`src/rtl/bcd_to_bin.sv`:
```
// rtl/bcd_to_bin.sv - serial 8-digit BCD to 27-bit binary converter (optional digit check: BCD_TO_BIN_CHECK_EN)
module bcd_to_bin (
    input  logic        clk,
    input  logic        rst_n,
    input  logic        start,
    input  logic [3:0]  ones,
    input  logic [3:0]  tens,
    input  logic [3:0]  hundreds,
    input  logic [3:0]  thousands,
    input  logic [3:0]  ten_thousands,
    input  logic [3:0]  hundred_thousands,
    input  logic [3:0]  millions,
    input  logic [3:0]  ten_millions,
    output logic [26:0] binary,
    output logic        busy,
    output logic        done,
    output logic        err
);

    typedef enum logic [1:0] {
        IDLE = 2'd0,
        CONV = 2'd1,
        DONE = 2'd2
    } state_t;

    state_t      state;
    state_t      state_nxt;
    logic [31:0] digits;
    logic [26:0] acc;
    logic [2:0]  cnt;
    logic [26:0] acc_nxt;
    logic [26:0] result;
    logic        last_step;

    // Most significant digit always sits in the top nibble of the shift register.
    assign acc_nxt   = {acc[23:0], 3'b000} + {acc[25:0], 1'b0} + {23'd0, digits[31:28]};
    assign last_step = (state == CONV) && (cnt == 3'd7);

    always_ff @(posedge clk or negedge rst_n) begin
        if (!rst_n) begin
            state <= IDLE;
        end else begin
            state <= state_nxt;
        end
    end

    always_comb begin
        state_nxt = state;
        case (state)
            IDLE:    if (start) state_nxt = CONV;
            CONV:    if (cnt == 3'd7) state_nxt = DONE;
            DONE:    state_nxt = IDLE;
            default: state_nxt = IDLE;
        endcase
    end

    assign busy = (state == CONV);
    assign done = (state == DONE);

`ifdef BCD_TO_BIN_CHECK_EN
    logic bad;
    logic err_q;

    always_ff @(posedge clk or negedge rst_n) begin
        if (!rst_n) begin
            bad   <= 1'b0;
            err_q <= 1'b0;
        end else if (state == IDLE && start) begin
            bad   <= (ones > 4'd9) | (tens > 4'd9) | (hundreds > 4'd9) |
                     (thousands > 4'd9) | (ten_thousands > 4'd9) |
                     (hundred_thousands > 4'd9) | (millions > 4'd9) |
                     (ten_millions > 4'd9);
            err_q <= 1'b0;
        end else if (last_step) begin
            err_q <= bad;
        end
    end

    assign result = bad ? 27'd0 : acc_nxt;
    assign err    = err_q;
`else
    assign result = acc_nxt;
    assign err    = 1'b0;
`endif

    always_ff @(posedge clk or negedge rst_n) begin
        if (!rst_n) begin
            digits <= 32'd0;
            acc    <= 27'd0;
            cnt    <= 3'd0;
            binary <= 27'd0;
        end else begin
            case (state)
                IDLE: begin
                    if (start) begin
                        digits <= {ten_millions, millions, hundred_thousands, ten_thousands,
                                   thousands, hundreds, tens, ones};
                        acc    <= 27'd0;
                        cnt    <= 3'd0;
                    end
                end
                CONV: begin
                    acc    <= acc_nxt;
                    digits <= {digits[27:0], 4'b0000};
                    cnt    <= cnt + 3'd1;
                    if (last_step) binary <= result;
                end
                default: begin
                end
            endcase
        end
    end

endmodule

```
`config.mk`:
```
export PLATFORM = sky130hd
export DESIGN_NAME = bcd_to_bin
export DESIGN_NICKNAME = d
export VERILOG_FILES = /design/src/rtl/bcd_to_bin.sv
export SDC_FILE = /design/constraint.sdc
export NUM_CORES = 1
export LEC_CHECK = 0
export CAP_MARGIN = 5
export CORE_AREA = 5 5 99 101
export DETAILED_ROUTE_END_ITERATION = 10
export DIE_AREA = 0 0 104 106
export MAX_ROUTING_LAYER = met4
export PLACE_DENSITY = 0.85
export SLEW_MARGIN = 40
export SYNTH_ARGS = -nofsm -noshare
export SYNTH_HDL_FRONTEND = slang
export SYNTH_SLANG_ARGS = --single-unit
```
`constraint.sdc`:
```
create_clock -name clk -period 8.25 [get_ports clk]
set_clock_uncertainty 0.05 [all_clocks]
set_input_delay 2.0625 -clock clk [delete_from_list [all_inputs] [get_ports clk]]
set_output_delay 2.0625 -clock clk [all_outputs]
set_load 0.01 [all_outputs]
```
==> flow_summary.json, run 1 <==
{
  "vias_per_cell": 5.83,
  "io_pins": 65,
  "holdPathStages": 2,
  "rr_worst_depth": 11,
  "drc": 0,
  "cts_resized": 0,
  "ys_warn_count": 0,
  "postLayoutCoreUtil_pct": 68.2,
  "dp.final_hpwl_mm": 8.64,
  "final_common_cell": "dfrtp_1",
  "area_delta_synth_final_pct": 16.4,
  "hold_path_class": "reg -> reg",
  "ys.flop_type": "dfrtp_1",
  "setup_viol": 0,
  "synth.net_count": 603,
  "cts_tree": "yes",
  "synth_top_cell_by_area": "dfrtp_1",
  "path_cells": "nand2b_2 -> inv_2 -> clkdlybuf4s50_1",
  "hold_buffers": 0,
  "hold_viol": 0,
  "clkSinkCount": 90,
  "grt_pass1_wl_mm": 19.9,
  "fin_ws_ns": 4.23,
  "cp_num_buf_inv": 2,
  "slowest_stage": "clkdlybuf4s50_1",
  "syn_area_per_cell_um2": 10.2,
  "cp_top_family": "buffers and inverters",
  "antennaDiodeCount": 0,
  "cpPeakStageDelay_ns": 0.54,
  "first_iter_violations": 229,
  "overflow": 0,
  "critPathRequiredTime_ns": 6.14,
  "max_freq_mhz": 249,
  "synth_edf_count": 0,
  "die_w_um": 104,
  "layout_min_cycle_time_ns": 4.02,
  "dieArea_um2": 11000,
  "cp-start-kind": "register",
  "path_clk_slew_ns": 0.09,
  "rsz0062_at_grt": "false",
  "rows": 35,
  "yosysTopAreaCellShare_pct": 43.0,
  "yosys-top-cells-area": "dfrtp_1 (43%), ha_1 (12%), nand2_1 (5.7%)",
  "drtAntennaViolNets": 0,
  "netlist_instances": 516,
  "setup_tns_ns": 0,
  "fp.dieH_um": 106,
  "yosysSeqAreaShare_pct": 43.0,
  "endpoint_kind": "output pin",
  "grt_max_degree": 91,
  "core_area_um2": 8930,
  "synthesis.area_um2": 5240,
  "fin_crit_sh_pct": 48.7,
  "globalplace.congestion": 0.902,
  "cp_num_cells": 3,
  "maxCapViolations": 0,
  "critPathMaxFanout": 14,
  "cts-root-buf": "clkbuf_8",
  "status": "complete, no violations",
  "drive_gt1_share_pct": 7.33,
  "layout_common_cells": "dfrtp_1 (90), nand2_1 (80), clkdlybuf4s50_1 (62)",
  "ys_seq_elements": 90,
  "post-place-ws_ns": 4.12,
  "cts_setup_buffers": 0,
  "yosysUniqueCellTypes": 55,
  "cts_buffers": 9,
  "crit_type": "reg -> out",
  "fin_nets": 656,
  "drtPass1Iterations": 4,
  "clock_path_buffers": 2,
  "tightest_slew_ns": 0.715,
  "grt_pass1_vias": 4292,
  "antenna_found_initial": 0,
  "slew_headroom_pct": 52.4,
  "insertion_delay_ns": 0.35,
  "wl_mm": 11.5,
  "portBuffers": 63,
  "grt_usage_pct": 22.4,
  "cp_data_arrival_time_ns": 1.90,
  "avgRoutedWirePerCell_um": 16.9,
  "slew_viol_final": 0,
  "vias": 3990,
  "htree_levels": 3,
  "async_flop_share_pct": 100,
  "initial_core_util_pct": 58.6
}
-- per-layer routing --
metal / wire (um) / track usage (%)
met4: 309 / 8.60
met3: 396 / 3.10
met1: 5000 / 27.6
met2: 5830 / 37.8
met5: 0 / -
-- layout make-up --
type / count / area, um^2
Fill cell: 713 / 2840
Multi-Input combinational cell: 389 / 2810
Sequential cell: 90 / 2250
Timing Repair Buffer: 65 / 649
Clock buffer: 11 / 141
Tap cell: 111 / 139
Clock inverter: 4 / 52.6
Inverter: 14 / 52.6
-- through the flow --
step	hold slack, ns	cells	area, um^2
floorplan	0.399	516	5240
global placement	0.411	669	5900
detailed placement	0.413	669	5900
CTS	0.435	684	6090
global route	0.459	684	6100
finish	0.429	684	6100
-- cell usage after synthesis (10+ instances only) --
cell type,number
dfrtp_1,90
nand2_1,80
ha_1,50
o21ai_0,47
a21oi_1,33
mux2i_1,27
o21ai_1,25
a22o_1,16
xnor2_1,15
inv_1,13
mux2_2,11
nor2_1,11
clkbuf_1,10
xor2_1,10
-- path summary, 6_finish.rpt --
kind,slack (ns),startpoint,to
worst max-delay path,4.23,state[1],busy
worst min-delay path,0.43,binary[11],binary[11]
worst max register to register,5.04,acc[0],acc[21]
worst min register to register,0.43,binary[11],binary[11]
max in group asynchronous,5.93,rst_n,digits[15]
min in group asynchronous,1.71,rst_n,acc[2]
-- logic make-up (layout without fill, tap and decap cells) --
group	Yosys count	count (layout)	synth area share (%)
AO/OA/AOI/OAI	158	158	19.4
XOR/XNOR	25	25	4.18
adder cells (fa/ha/maj)	52	52	12.7
buffers and inverters	37	94	3.56
flip-flops	90	90	43.0
multiplexers	38	38	7.53
other	1	1	0.0716
AND/OR/NAND/NOR	115	115	9.53
-- state kept, by name, summed over array words and instances, names as in the netlist --
name,count
state,2
binary,27
cnt,3
acc,26
digits,32
-- worst min-delay path, cell delays in order, from the launching register on --
cell and delay [ns]:
dfrtp_1 0.35, nand2_1 0.05, nand2_1 0.05
Power of run 1 is not shown: default switching activity piles up to over one toggle a cycle in this logic, so the estimate is an artifact.
==> run 2: changes to the inputs <==
CORE_AREA = 5 5 103 105   (was 5 5 99 101)
DIE_AREA = 0 0 108 110   (was 0 0 104 106)
PLACE_DENSITY = 0.79   (was 0.85)
clock period = 4.15 ns   (was 8.25 ns; I/O delays follow)
==> run 2 against run 1 <==
  * Cell count increased by 3.5%
  * Die area increased by 7.8%
  * Via count increased by 0.58%
  * Sequential cell count unchanged
  * Utilization decreased by 3.2 points
  * Worst setup slack got worse by 3.4 ns
  * Critical path type unchanged
==> flow_summary.json, run 2 (synthesized netlist as in run 1, its figures left out) <==
{
  "setup_viol": 0,
  "holdPathStages": 2,
  "cts_buffers": 9,
  "overflow": 0,
  "drtAntennaViolNets": 0,
  "cts_tree": "yes",
  "vias_per_cell": 5.67,
  "setup_tns_ns": 0,
  "r2r_setup_slack_ns": 1.18,
  "clkSinkCount": 90,
  "cp-start-kind": "register",
  "drtPass1Iterations": 5,
  "core_area_um2": 9550,
  "slew_viol_final": 0,
  "timing.rr.end": "acc[21]",
  "grt_pass1_vias": 3995,
  "largest_reg_flops": 32,
  "maxCapViolations": 0,
  "cpPeakStageDelay_ns": 0.60,
  "wl_mm": 11.3,
  "path_clk_slew_ns": 0.09,
  "area_delta_synth_final_pct": 18.7,
  "hold_start": "binary[11]",
  "grt_usage_pct": 21.5,
  "endpoint_kind": "output pin",
  "avgRoutedWirePerCell_um": 16.0,
  "layout_min_cycle_time_ns": 3.27,
  "insertion_delay_ns": 0.38,
  "rows": 36,
  "final_common_cell": "dfrtp_1",
  "slowest_stage": "clkdlybuf4s50_1",
  "hold_buffers": 0,
  "cts-root-buf": "clkbuf_8",
  "hold_viol": 0,
  "largest_registers": "digits x32, binary x27, acc x26",
  "io_pins": 65,
  "fillers": 801,
  "grt_max_degree": 89,
  "fin_nets": 657,
  "slew_headroom_pct": 54.8,
  "cts_resized": 0,
  "critPathRequiredTime_ns": 3.06,
  "antenna_found_initial": 0,
  "worstHoldEndpoint": "binary[11]",
  "rsz0062_at_grt": "false",
  "die_w_um": 108,
  "first_iter_violations": 228,
  "crit_type": "reg -> out",
  "reg2reg_from": "acc[0]",
  "dp.final_hpwl_mm": 8.35,
  "grt_pass1_wl_mm": 19.6,
  "globalplace.congestion": 0.941,
  "antennaDiodeCount": 0,
  "tightest_slew_ns": 0.678,
  "layout_common_cells": "dfrtp_1 (90), nand2_1 (80), clkdlybuf4s50_1 (62)",
  "drc": 0,
  "rr_worst_depth": 11,
  "cp_num_buf_inv": 2,
  "hold_path_class": "reg -> reg",
  "initial_core_util_pct": 54.8,
  "htree_levels": 3,
  "max_freq_mhz": 305,
  "path_cells": "nand2b_2 -> inv_2 -> clkdlybuf4s50_1",
  "fin_crit_sh_pct": 78.9,
  "vias": 4013,
  "fp.dieH_um": 110,
  "status": "complete, no violations",
  "portBuffers": 63,
  "critPathMaxFanout": 14,
  "top_register": "digits",
  "cp_top_family": "buffers and inverters",
  "cp_data_arrival_time_ns": 2.19,
  "clock_path_buffers": 2,
  "drive_gt1_share_pct": 7.83,
  "dieArea_um2": 11900,
  "cts_setup_buffers": 0
}
[run 2: cell types whose count changed in the layout (fill, tap and decap cells not counted)]
cell        change
bufinv_16       +3
buf_12          +1
clkbuf_1        -1
clkbuf_8        -1
clkinv_4        -1
clkinvlp_4      +1
[run 2: metrics by stage]
step	hold slack (ns)	utilization, %	area (um^2)	std cells	setup WS, ns
floorplan	0.399	-	5240	516	1.44
global placement	0.411	62.3	5940	692	1.27
detailed placement	0.412	62.3	5950	692	1.22
CTS	0.434	65.1	6210	708	0.862
global route	0.462	65.1	6220	708	0.739
finish	0.425	65.1	6220	708	0.875
[run 2: how the worst max path moves through the flow]
stage,from,end,cells after the start
global route,state[1],busy,3
floorplan,digits[31],acc[21],11
finish,state[1],busy,3
global placement,acc[0],binary[22],10
CTS,state[1],busy,3
detailed placement,acc[0],binary[22],10
[run 2: layout make-up]
cell class                 instances  area (um^2)  share of cell area (%)
clock buffer                       9          124                    1.99
sequential                        90         2250                    36.2
inverter                          14         52.6                   0.845
timing repair buffer              66          669                    10.8
tap                              133          166                    2.68
multi-input combinational        389         2810                    45.2
clock inverter                     7          141                    2.27
[run 2: layer usage]
metal | wire length (um) | global-route usage (%)
met1 | 5150 | 28.6
met2 | 5450 | 33.7
met3 | 432 | 2.74
met4 | 313 | 8.93
met5 | 0 | -
[run 2: tightest hold or removal path, cell delays in order (launching register included)]
cell	delay, ns
dfrtp_1	0.35
nand2_1	0.05
nand2_1	0.05
Power of run 2 is left out for the same reason.
==> run 3: changes to the inputs <==
clock period = 3.2 ns   (was 4.15 ns; I/O delays follow)
==> run 3 against run 2 <==
  * Worst setup slack got worse by 0.62 ns
  * Cell count rose by 0.56%
  * Design area rose by 0.72%
  * Critical path type is now reg -> reg
  * Sequential cell count did not move
  * Global-route usage rose by 0.13 points
  * Count of clock-buffer cells in the layout did not move
  * Largest cell class unchanged
  * Register-to-register slack got worse by 0.92 ns
  * Sequential share of layout area fell by 0.26 points
  * Wire length rose by 2.0%
  * Via count fell by 0.17%
  * Critical endpoint is now binary[21]
==> flow_summary.json, run 3 (synthesized netlist as in run 1, its figures left out) <==
{
  "antennaDiodeCount": 0,
  "wl_mm": 11.6,
  "rsz0062_at_grt": "false",
  "cts_setup_buffers": 0,
  "rr_worst_depth": 11,
  "path_clk_slew_ns": 0.09,
  "vias_per_cell": 5.63,
  "fp.dieH_um": 110,
  "slowest_stage": "fa_1",
  "slew_viol_final": 0,
  "top_register": "digits",
  "hold_viol": 0,
  "drtAntennaViolNets": 0,
  "layout_common_cells": "dfrtp_1 (90), nand2_1 (80), clkdlybuf4s50_1 (62)",
  "cpPeakStageDelay_ns": 0.59,
  "overflow": 0,
  "cp-start-kind": "register",
  "cts_tree": "yes",
  "initial_core_util_pct": 54.8,
  "insertion_delay_ns": 0.36,
  "largest_reg_flops": 32,
  "io_pins": 65,
  "clock_path_buffers": 2,
  "avgRoutedWirePerCell_um": 16.2,
  "grt_max_degree": 45,
  "critPathRequiredTime_ns": 3.40,
  "fillers": 799,
  "drive_gt1_share_pct": 8.46,
  "endpoint_kind": "register",
  "fin_crit_sh_pct": 92.0,
  "htree_levels": 3,
  "clkSinkCount": 90,
  "grt_pass1_wl_mm": 20.0,
  "setup_tns_ns": 0,
  "core_area_um2": 9550,
  "drc": 0,
  "area_delta_synth_final_pct": 19.5,
  "tightest_slew_ns": 0.636,
  "critPathMaxFanout": 3,
  "max_freq_mhz": 340,
  "vias": 4006,
  "grt_pass1_vias": 4168,
  "antenna_found_initial": 0,
  "dieArea_um2": 11900,
  "first_iter_violations": 181,
  "fin_nets": 662,
  "crit_type": "reg -> reg",
  "cp_data_arrival_time_ns": 3.14,
  "layout_min_cycle_time_ns": 2.94,
  "cts-root-buf": "clkbuf_8",
  "dp.final_hpwl_mm": 8.74,
  "portBuffers": 63,
  "drtPass1Iterations": 4,
  "maxCapViolations": 0,
  "hold_buffers": 0,
  "postLayoutCoreUtil_pct": 65.6,
  "path_cells": "inv_1 -> fa_1 -> inv_1 -> ha_1 -> a211oi_2 -> o211ai_2 -> a21oi_4 -> a22oi_4 -> a221oi_2 -> xor2_1 -> o21ai_1",
  "hold_path_class": "in -> async",
  "cts_buffers": 9,
  "largest_registers": "digits x32, binary x27, acc x26",
  "status": "complete, no violations",
  "grt_usage_pct": 21.6,
  "die_w_um": 108,
  "final_common_cell": "dfrtp_1",
  "cts_resized": 0,
  "globalplace.congestion": 0.897,
  "rows": 36,
  "setup_viol": 0,
  "slew_headroom_pct": 57.6,
  "path_common_cell": "inv_1"
}
run 3: metal layers:
| layer | global-route usage, % | wire length (um) | part of all wire (%) | vias up |
|---|---|---|---|---|
| met5 | - | 0 | 0 | - |
| met4 | 8.21 | 284 | 2.5 | 0 |
| li1 | - | - | - | 1957 |
| met3 | 2.80 | 389 | 3.4 | 20 |
| met2 | 35.5 | 5630 | 49 | 80 |
| met1 | 27.7 | 5260 | 45 | 1949 |
run 3: per-stage QoR:
step           setup WS [ns]  hold WS [ns]  instances  area (um^2)
2_1_floorplan          0.494         0.399        516         5240
3_3_place_gp           0.342         0.413        696         6000
3_5_place_dp           0.250         0.413        696         6000
4_1_cts                0.224         0.374        711         6250
5_1_grt               0.0238         0.394        712         6260
6_report               0.255         0.356        712         6260
run 3: path summary, 6_finish.rpt:
check	start	to	slack, ns
max	digits[31]	binary[21]	0.26
min reg2reg	binary[7]	binary[7]	0.43
max reg2reg	digits[31]	binary[21]	0.26
min	rst_n	binary[2]	0.36
max in group asynchronous	rst_n	digits[18]	2.07
min in group clk	binary[7]	binary[7]	0.43
run 3: layout make-up:
type	instances	area, um^2	share of cell area, %
Clock buffer	9	124	1.98
Clock inverter	6	130	2.08
Inverter	14	52.6	0.839
Multi-Input combinational cell	389	2810	44.9
Sequential cell	90	2250	36.0
Tap cell	133	166	2.66
Timing Repair Buffer	71	726	11.6
run 3: worst max-delay path, delay by kind of cell (launching register included):
kind	cells	cell delay (ns)
fa+ha+maj	2	0.90
flops	1	0.37
xor+xnor	1	0.21
buf+inv	2	0.12
compound gates	6	1.16
Power of run 3 is left out for the same reason.
